$ cat src/rtl/barrier_ctrl_pkg.sv
// barrier_ctrl_pkg: shared types and helpers for the barrier controller.
//   port_state_e : per-port arrival FSM state (StIdle, StWait)
//   calc_id_w()  : barrier ID width for a given barrier count, never below 1
package barrier_ctrl_pkg;

    typedef enum logic [0:0] {
        StIdle = 1'b0,
        StWait = 1'b1
    } port_state_e;

    function automatic int unsigned calc_id_w(input int unsigned n_barriers);
        if (n_barriers <= 1) begin
            return 1;
        end
        return $clog2(n_barriers);
    endfunction

endpackage

$ cat src/rtl/barrier_slot.sv
// barrier_slot: state of one hardware barrier.
//   clk_i, rstn_i : clock, asynchronous active-low reset
//   cfg_we_i      : config write addressed to this barrier
//   cfg_mask_i    : participant mask to store
//   hs_i          : per-port accepted handshakes naming this barrier (members or not)
//   mask_o        : current participant mask (zero = disabled)
//   cfg_rej_o     : config write to this barrier is rejected this cycle
//   complete_o    : every participant has arrived (registered state only)
//   active_o      : at least one arrival recorded
module barrier_slot
    import barrier_ctrl_pkg::*;
#(
    parameter int unsigned N_PORTS = 4
) (
    input  logic               clk_i,
    input  logic               rstn_i,
    input  logic               cfg_we_i,
    input  logic [N_PORTS-1:0] cfg_mask_i,
    input  logic [N_PORTS-1:0] hs_i,
    output logic [N_PORTS-1:0] mask_o,
    output logic               cfg_rej_o,
    output logic               complete_o,
    output logic               active_o
);

    logic [N_PORTS-1:0] mask_q, mask_d;
    logic [N_PORTS-1:0] arrived_q, arrived_d;
    logic               cfg_ok;

    // Any handshake on this barrier blocks reconfiguration, even one that will error.
    assign cfg_ok     = cfg_we_i && (arrived_q == '0) && (hs_i == '0);
    assign cfg_rej_o  = cfg_we_i && !cfg_ok;
    assign complete_o = (mask_q != '0) && (arrived_q == mask_q);
    assign active_o   = |arrived_q;
    assign mask_o     = mask_q;

    always_comb begin
        mask_d    = mask_q;
        arrived_d = arrived_q;
        if (cfg_ok) begin
            mask_d = cfg_mask_i;
        end
        // Members of a complete barrier are all waiting, so no arrival can coincide.
        if (complete_o) begin
            arrived_d = '0;
        end else begin
            arrived_d = arrived_q | (hs_i & mask_q);
        end
    end

    always_ff @(posedge clk_i or negedge rstn_i) begin
        if (!rstn_i) begin
            mask_q    <= '0;
            arrived_q <= '0;
        end else begin
            mask_q    <= mask_d;
            arrived_q <= arrived_d;
        end
    end

endmodule

$ cat src/rtl/barrier_ctrl.sv
// barrier_ctrl: shares N_BARRIERS hardware barriers among N_PORTS requesters.
//   clk_i, rstn_i            : clock, asynchronous active-low reset
//   cfg_we_i/cfg_id_i/cfg_mask_i : barrier mask configuration write
//   cfg_err_o                : one-cycle pulse, config write rejected
//   req_valid_i/req_id_i     : per-port arrival request and packed barrier ID
//   req_ready_o              : port idle and able to arrive
//   wake_o                   : one-cycle pulse, barrier completed and port released
//   err_o                    : one-cycle pulse, arrival rejected
//   active_o                 : barrier holds at least one arrival
module barrier_ctrl
    import barrier_ctrl_pkg::*;
#(
    parameter int unsigned N_PORTS    = 4,
    parameter int unsigned N_BARRIERS = 4,
    localparam int unsigned ID_W      = calc_id_w(N_BARRIERS)
) (
    input  logic                    clk_i,
    input  logic                    rstn_i,
    input  logic                    cfg_we_i,
    input  logic [ID_W-1:0]         cfg_id_i,
    input  logic [N_PORTS-1:0]      cfg_mask_i,
    output logic                    cfg_err_o,
    input  logic [N_PORTS-1:0]      req_valid_i,
    input  logic [N_PORTS*ID_W-1:0] req_id_i,
    output logic [N_PORTS-1:0]      req_ready_o,
    output logic [N_PORTS-1:0]      wake_o,
    output logic [N_PORTS-1:0]      err_o,
    output logic [N_BARRIERS-1:0]   active_o
);

    port_state_e state_q [N_PORTS];
    port_state_e state_d [N_PORTS];

    logic [N_PORTS-1:0]    hs;
    logic [N_PORTS-1:0]    member;
    logic [N_PORTS-1:0]    hs_b   [N_BARRIERS];
    logic [N_PORTS-1:0]    mask_b [N_BARRIERS];
    logic [N_BARRIERS-1:0] cfg_sel;
    logic [N_BARRIERS-1:0] cfg_rej;
    logic [N_BARRIERS-1:0] complete;
    logic [N_PORTS-1:0]    wake_d, err_d;
    logic                  cfg_err_d;
    logic [N_PORTS-1:0]    wake_q, err_q;
    logic                  cfg_err_q;

    // ID decode. An out-of-range ID selects no slot, so it naturally falls into the
    // error path for arrivals and the reject path for config writes.
    always_comb begin
        hs      = '0;
        member  = '0;
        cfg_sel = '0;
        for (int unsigned p = 0; p < N_PORTS; p++) begin
            hs[p] = req_valid_i[p] && (state_q[p] == StIdle);
        end
        for (int unsigned b = 0; b < N_BARRIERS; b++) begin
            hs_b[b]    = '0;
            cfg_sel[b] = cfg_we_i && (cfg_id_i == ID_W'(b));
            for (int unsigned p = 0; p < N_PORTS; p++) begin
                hs_b[b][p] = hs[p] && (req_id_i[p*ID_W +: ID_W] == ID_W'(b));
            end
            member = member | (hs_b[b] & mask_b[b]);
        end
    end

    for (genvar b = 0; b < N_BARRIERS; b++) begin : g_slot
        barrier_slot #(
            .N_PORTS (N_PORTS)
        ) u_slot (
            .clk_i      (clk_i),
            .rstn_i     (rstn_i),
            .cfg_we_i   (cfg_sel[b]),
            .cfg_mask_i (cfg_mask_i),
            .hs_i       (hs_b[b]),
            .mask_o     (mask_b[b]),
            .cfg_rej_o  (cfg_rej[b]),
            .complete_o (complete[b]),
            .active_o   (active_o[b])
        );
    end

    // Completing barriers have disjoint masks, so OR-ing them yields the wake set.
    always_comb begin
        wake_d = '0;
        for (int unsigned b = 0; b < N_BARRIERS; b++) begin
            if (complete[b]) begin
                wake_d = wake_d | mask_b[b];
            end
        end
        err_d     = hs & ~member;
        cfg_err_d = (cfg_we_i && (cfg_sel == '0)) || (cfg_rej != '0);
    end

    // Port FSM next state.
    always_comb begin
        for (int unsigned p = 0; p < N_PORTS; p++) begin
            state_d[p] = state_q[p];
            unique case (state_q[p])
                StIdle: if (member[p]) state_d[p] = StWait;
                StWait: if (wake_d[p]) state_d[p] = StIdle;
                default: state_d[p] = StIdle;
            endcase
        end
    end

    always_ff @(posedge clk_i or negedge rstn_i) begin
        if (!rstn_i) begin
            for (int unsigned p = 0; p < N_PORTS; p++) begin
                state_q[p] <= StIdle;
            end
        end else begin
            for (int unsigned p = 0; p < N_PORTS; p++) begin
                state_q[p] <= state_d[p];
            end
        end
    end

    always_ff @(posedge clk_i or negedge rstn_i) begin
        if (!rstn_i) begin
            wake_q    <= '0;
            err_q     <= '0;
            cfg_err_q <= 1'b0;
        end else begin
            wake_q    <= wake_d;
            err_q     <= err_d;
            cfg_err_q <= cfg_err_d;
        end
    end

    always_comb begin
        for (int unsigned p = 0; p < N_PORTS; p++) begin
            req_ready_o[p] = (state_q[p] == StIdle);
        end
    end

    assign wake_o    = wake_q;
    assign err_o     = err_q;
    assign cfg_err_o = cfg_err_q;

endmodule
$ cat config.mk
export PLATFORM = sky130hd
export DESIGN_NAME = barrier_ctrl
export DESIGN_NICKNAME = d
export VERILOG_FILES = /design/src/rtl/barrier_ctrl_pkg.sv /design/src/rtl/barrier_slot.sv /design/src/rtl/barrier_ctrl.sv
export SDC_FILE = /design/constraint.sdc
export NUM_CORES = 1
export LEC_CHECK = 0
export CAP_MARGIN = 20
export CORE_MARGIN = 2
export CORE_UTILIZATION = 49
export CTS_BUF_LIST = sky130_fd_sc_hd__clkbuf_2 sky130_fd_sc_hd__clkbuf_4 sky130_fd_sc_hd__clkbuf_8
export DETAILED_ROUTE_END_ITERATION = 6
export HOLD_SLACK_MARGIN = 0.03
export PLACE_DENSITY = 0.78
export SLEW_MARGIN = 25
export SYNTH_ARGS = -nofsm -noshare
export SYNTH_HDL_FRONTEND = slang
export SYNTH_HIERARCHICAL = 1
export SYNTH_SLANG_ARGS = --single-unit
$ cat constraint.sdc
create_clock -name clk_i -period 4.55 [get_ports clk_i]
set_input_delay 1.1375 -clock clk_i [delete_from_list [all_inputs] [get_ports clk_i]]
set_output_delay 1.1375 -clock clk_i [all_outputs]
set_load 0.02 [all_outputs]
==> results_dict.tcl <==
set metrics [dict create \
    routed_wl_um 5690 \
    rr_startpoint "state_q[2]" \
    critPathLaunch "req_id_i[5]" \
    drc 0 \
    syn_area_per_cell_um2 10.9 \
    grt_usage 0.234 \
    cts_buffers 5 \
    final-max-slew-violation-count 0 \
    final_antenna_net_count 0 \
    setup-tns-final_ns 0 \
    setup_viol 0 \
    final_core_util 0.612 \
    synth_cell_types 23 \
    critPathArrivalTime_ns 3.52 \
    comb_power_share 0.463 \
    yosysTopAreaCellShare 0.476 \
    async_flop_share 1.00 \
    ir_drop_v 0.000312 \
    total_power_mw 1.91 \
    fillCellCount 394 \
    finalCritPeriodShare 0.736 \
    overflow 0 \
    rr_worst_depth 7 \
    power_frac_seq 0.416 \
    clkSinkCount 45 \
    rsz0062_at_grt "no" \
    pwr-share-clk 0.121 \
    rows 25 \
    synthMostInstantiatedCell "dfrtp_1" \
    area_growth_pct 21.5 \
    vias_per_cell 6.02 \
    relSlewSlack 0.625 \
    first_pass_iters 4 \
    skew_ns 0.00696 \
    ctsResizeCount 0 \
    syn_area_um2 2360 \
    p_per_area_nw_per_um2 665 \
    root_buffer "clkbuf_8" \
    gp_congestion 0.859 \
    grt_pass1_vias 1961 \
    min_path_cells 2 \
    synth_largest_area_cell "dfrtp_1" \
    max_freq_mhz 299 \
    startpoint_type "input pin" \
    dp_hpwl_um 4390 \
    power_switching_mw 0.814 \
    hold_viol 0 \
    period_needed_ns 3.35 \
    p_sw_frac 0.426 \
    hold_start "state_q[1]" \
    coreArea_um2 4690 \
    final_area_um2 2870 \
    tightest_slew_ns 0.562 \
    grt_pass1_wl_um 9540 \
    h-tree-depth 2 \
    die_x_um 73.5 \
    antennaDiodeCount 0 \
    drv_cap 0 \
    yosys_warnings 6 \
    synthTopCellsByArea "dfrtp_1 (48%), mux2_2 (9.5%), a21oi_1 (6.8%)" \
    numPortBuffers 37 \
    cp_max_fo 5 \
    p_int_mw 1.10 \
    synthCells 216 \
    synth_nets 237 \
    hp-class "register to register" \
    postCtsHoldBufs 0 \
    synth.yosys.seq_area_share 0.476 \
    antenna_found_initial 0 \
    status "finished, final reports clean" \
    place_area_um2 2800 \
    cp-end-kind "register" \
    clock_latency_ns 0.30 \
    post-cts-setup-buffer-count 0 \
    power_leakage_nw 1.27 \
    die_area_um2 5390 \
    drive_gt1_frac 0.166 \
    ys_ff_latch 45 \
    initial_core_util 0.504 \
    vias 1885 \
    synthFlopType "dfrtp_1" \
    cts_tree "done" \
    path_clk_slew_ns 0.08 \
    num-nets-final 281 \
    clk_path_buf_depth 2 \
    ioPinCount 38 \
    dp_slack_ns 0.902 \
    synth_commonest_cells "dfrtp_1 (45), a21oi_1 (32), mux2_2 (20)" \
    fp.dieH_um 73.5 \
    grt_max_degree 46 \
    worstSetupPathType "input pin to register" \
    setup_slack_ns 1.20 \
    synth-edff-count 0 \
    wl_per_cell_um 18.2 \
    drt_iter0_markers 162 \
    worstPathRequired_ns 4.72 \
]
-- worst max-delay path: stages --
cell             delay, ns
clkdlybuf4s50_1       0.51
nand3b_1              0.18
nor2_1                0.09
or4b_1                0.58
nor3_4                0.26
and2b_2               0.25
or4_1                 0.51
-- per-layer routing --
layer  GRT usage  share of wire
met5           0              0
met4       0.113          0.027
met3      0.0466          0.060
met2       0.362           0.48
met1       0.314           0.43
-- kinds of logic (layout without fill, tap and decap cells) --
family                    after synthesis  after routing  share of synthesized area
muxes                                  28             28                      0.129
and+or+nand+nor                        67             67                      0.185
buffers and inverters                  12             55                     0.0191
xor gates and xnor gates               12             12                     0.0445
DFF                                    45             45                      0.476
AOI/OAI and AO/OA                      52             52                      0.146
-- flip-flops by register name (all words and copies together) (netlist names) --
name / count
cfg_err_o: 1
err_o: 4
state_q: 4
g_slot.u_slot/mask_o: 16
g_slot.u_slot/arrived_q: 16
wake_o: 4
-- power by group through the flow --
stage	clock network, mW	registers, mW	logic [mW]
floorplan	0	0.754	0.593
CTS	0.235	0.786	0.885
detailed placement	0	0.793	0.881
global placement	0	0.786	0.867
global route	0.251	0.822	0.969
finish	0.231	0.793	0.884
-- worst paths after layout --
| path | slack [ns] | endpoint |
|---|---|---|
| min reg2reg | 0.53 | state_q[1] |
| min in group asynchronous | 0.82 | state_q[1] |
| max reg2reg | 2.15 | cfg_err_o |
| min | 0.53 | state_q[1] |
| max in group asynchronous | 3.34 | g_slot[1].u_slot/arrived_q[2] |
| max | 1.20 | cfg_err_o |
-- layout by cell type, fill, tap and decap left out, types with 6 or more instances in the layout --
cell type | synthesis | final
a21oi_1 | 32 | 32
a22oi_1 | 8 | 8
clkdlybuf4s50_1 | 0 | 36
dfrtp_1 | 45 | 45
inv_1 | 12 | 12
mux2_2 | 20 | 20
mux2i_1 | 8 | 8
nand2_1 | 6 | 6
nand3_1 | 8 | 8
nor2_1 | 18 | 18
xor2_1 | 12 | 12
-- metrics by stage --
| stage | hold slack, ns | std cells |
|---|---|---|
| 6_report | 0.526 | 313 |
| 5_1_grt | 0.543 | 313 |
| 4_1_cts | 0.524 | 313 |
| 3_5_place_dp | 0.505 | 307 |
| 3_3_place_gp | 0.497 | 307 |
| 2_1_floorplan | 0.477 | 216 |
-- final cells by class --
class | instances | area (um2) | area share
inverter | 12 | 45.0 | 0.0157
clock buffer | 5 | 68.8 | 0.0240
clock inverter | 1 | 5.00 | 0.00174
timing repair buffer | 37 | 368 | 0.128
tap | 54 | 67.6 | 0.0235
multi-input combinational | 159 | 1190 | 0.415
sequential | 45 | 1130 | 0.392
Note: power is estimated with default switching activity, not from simulation.
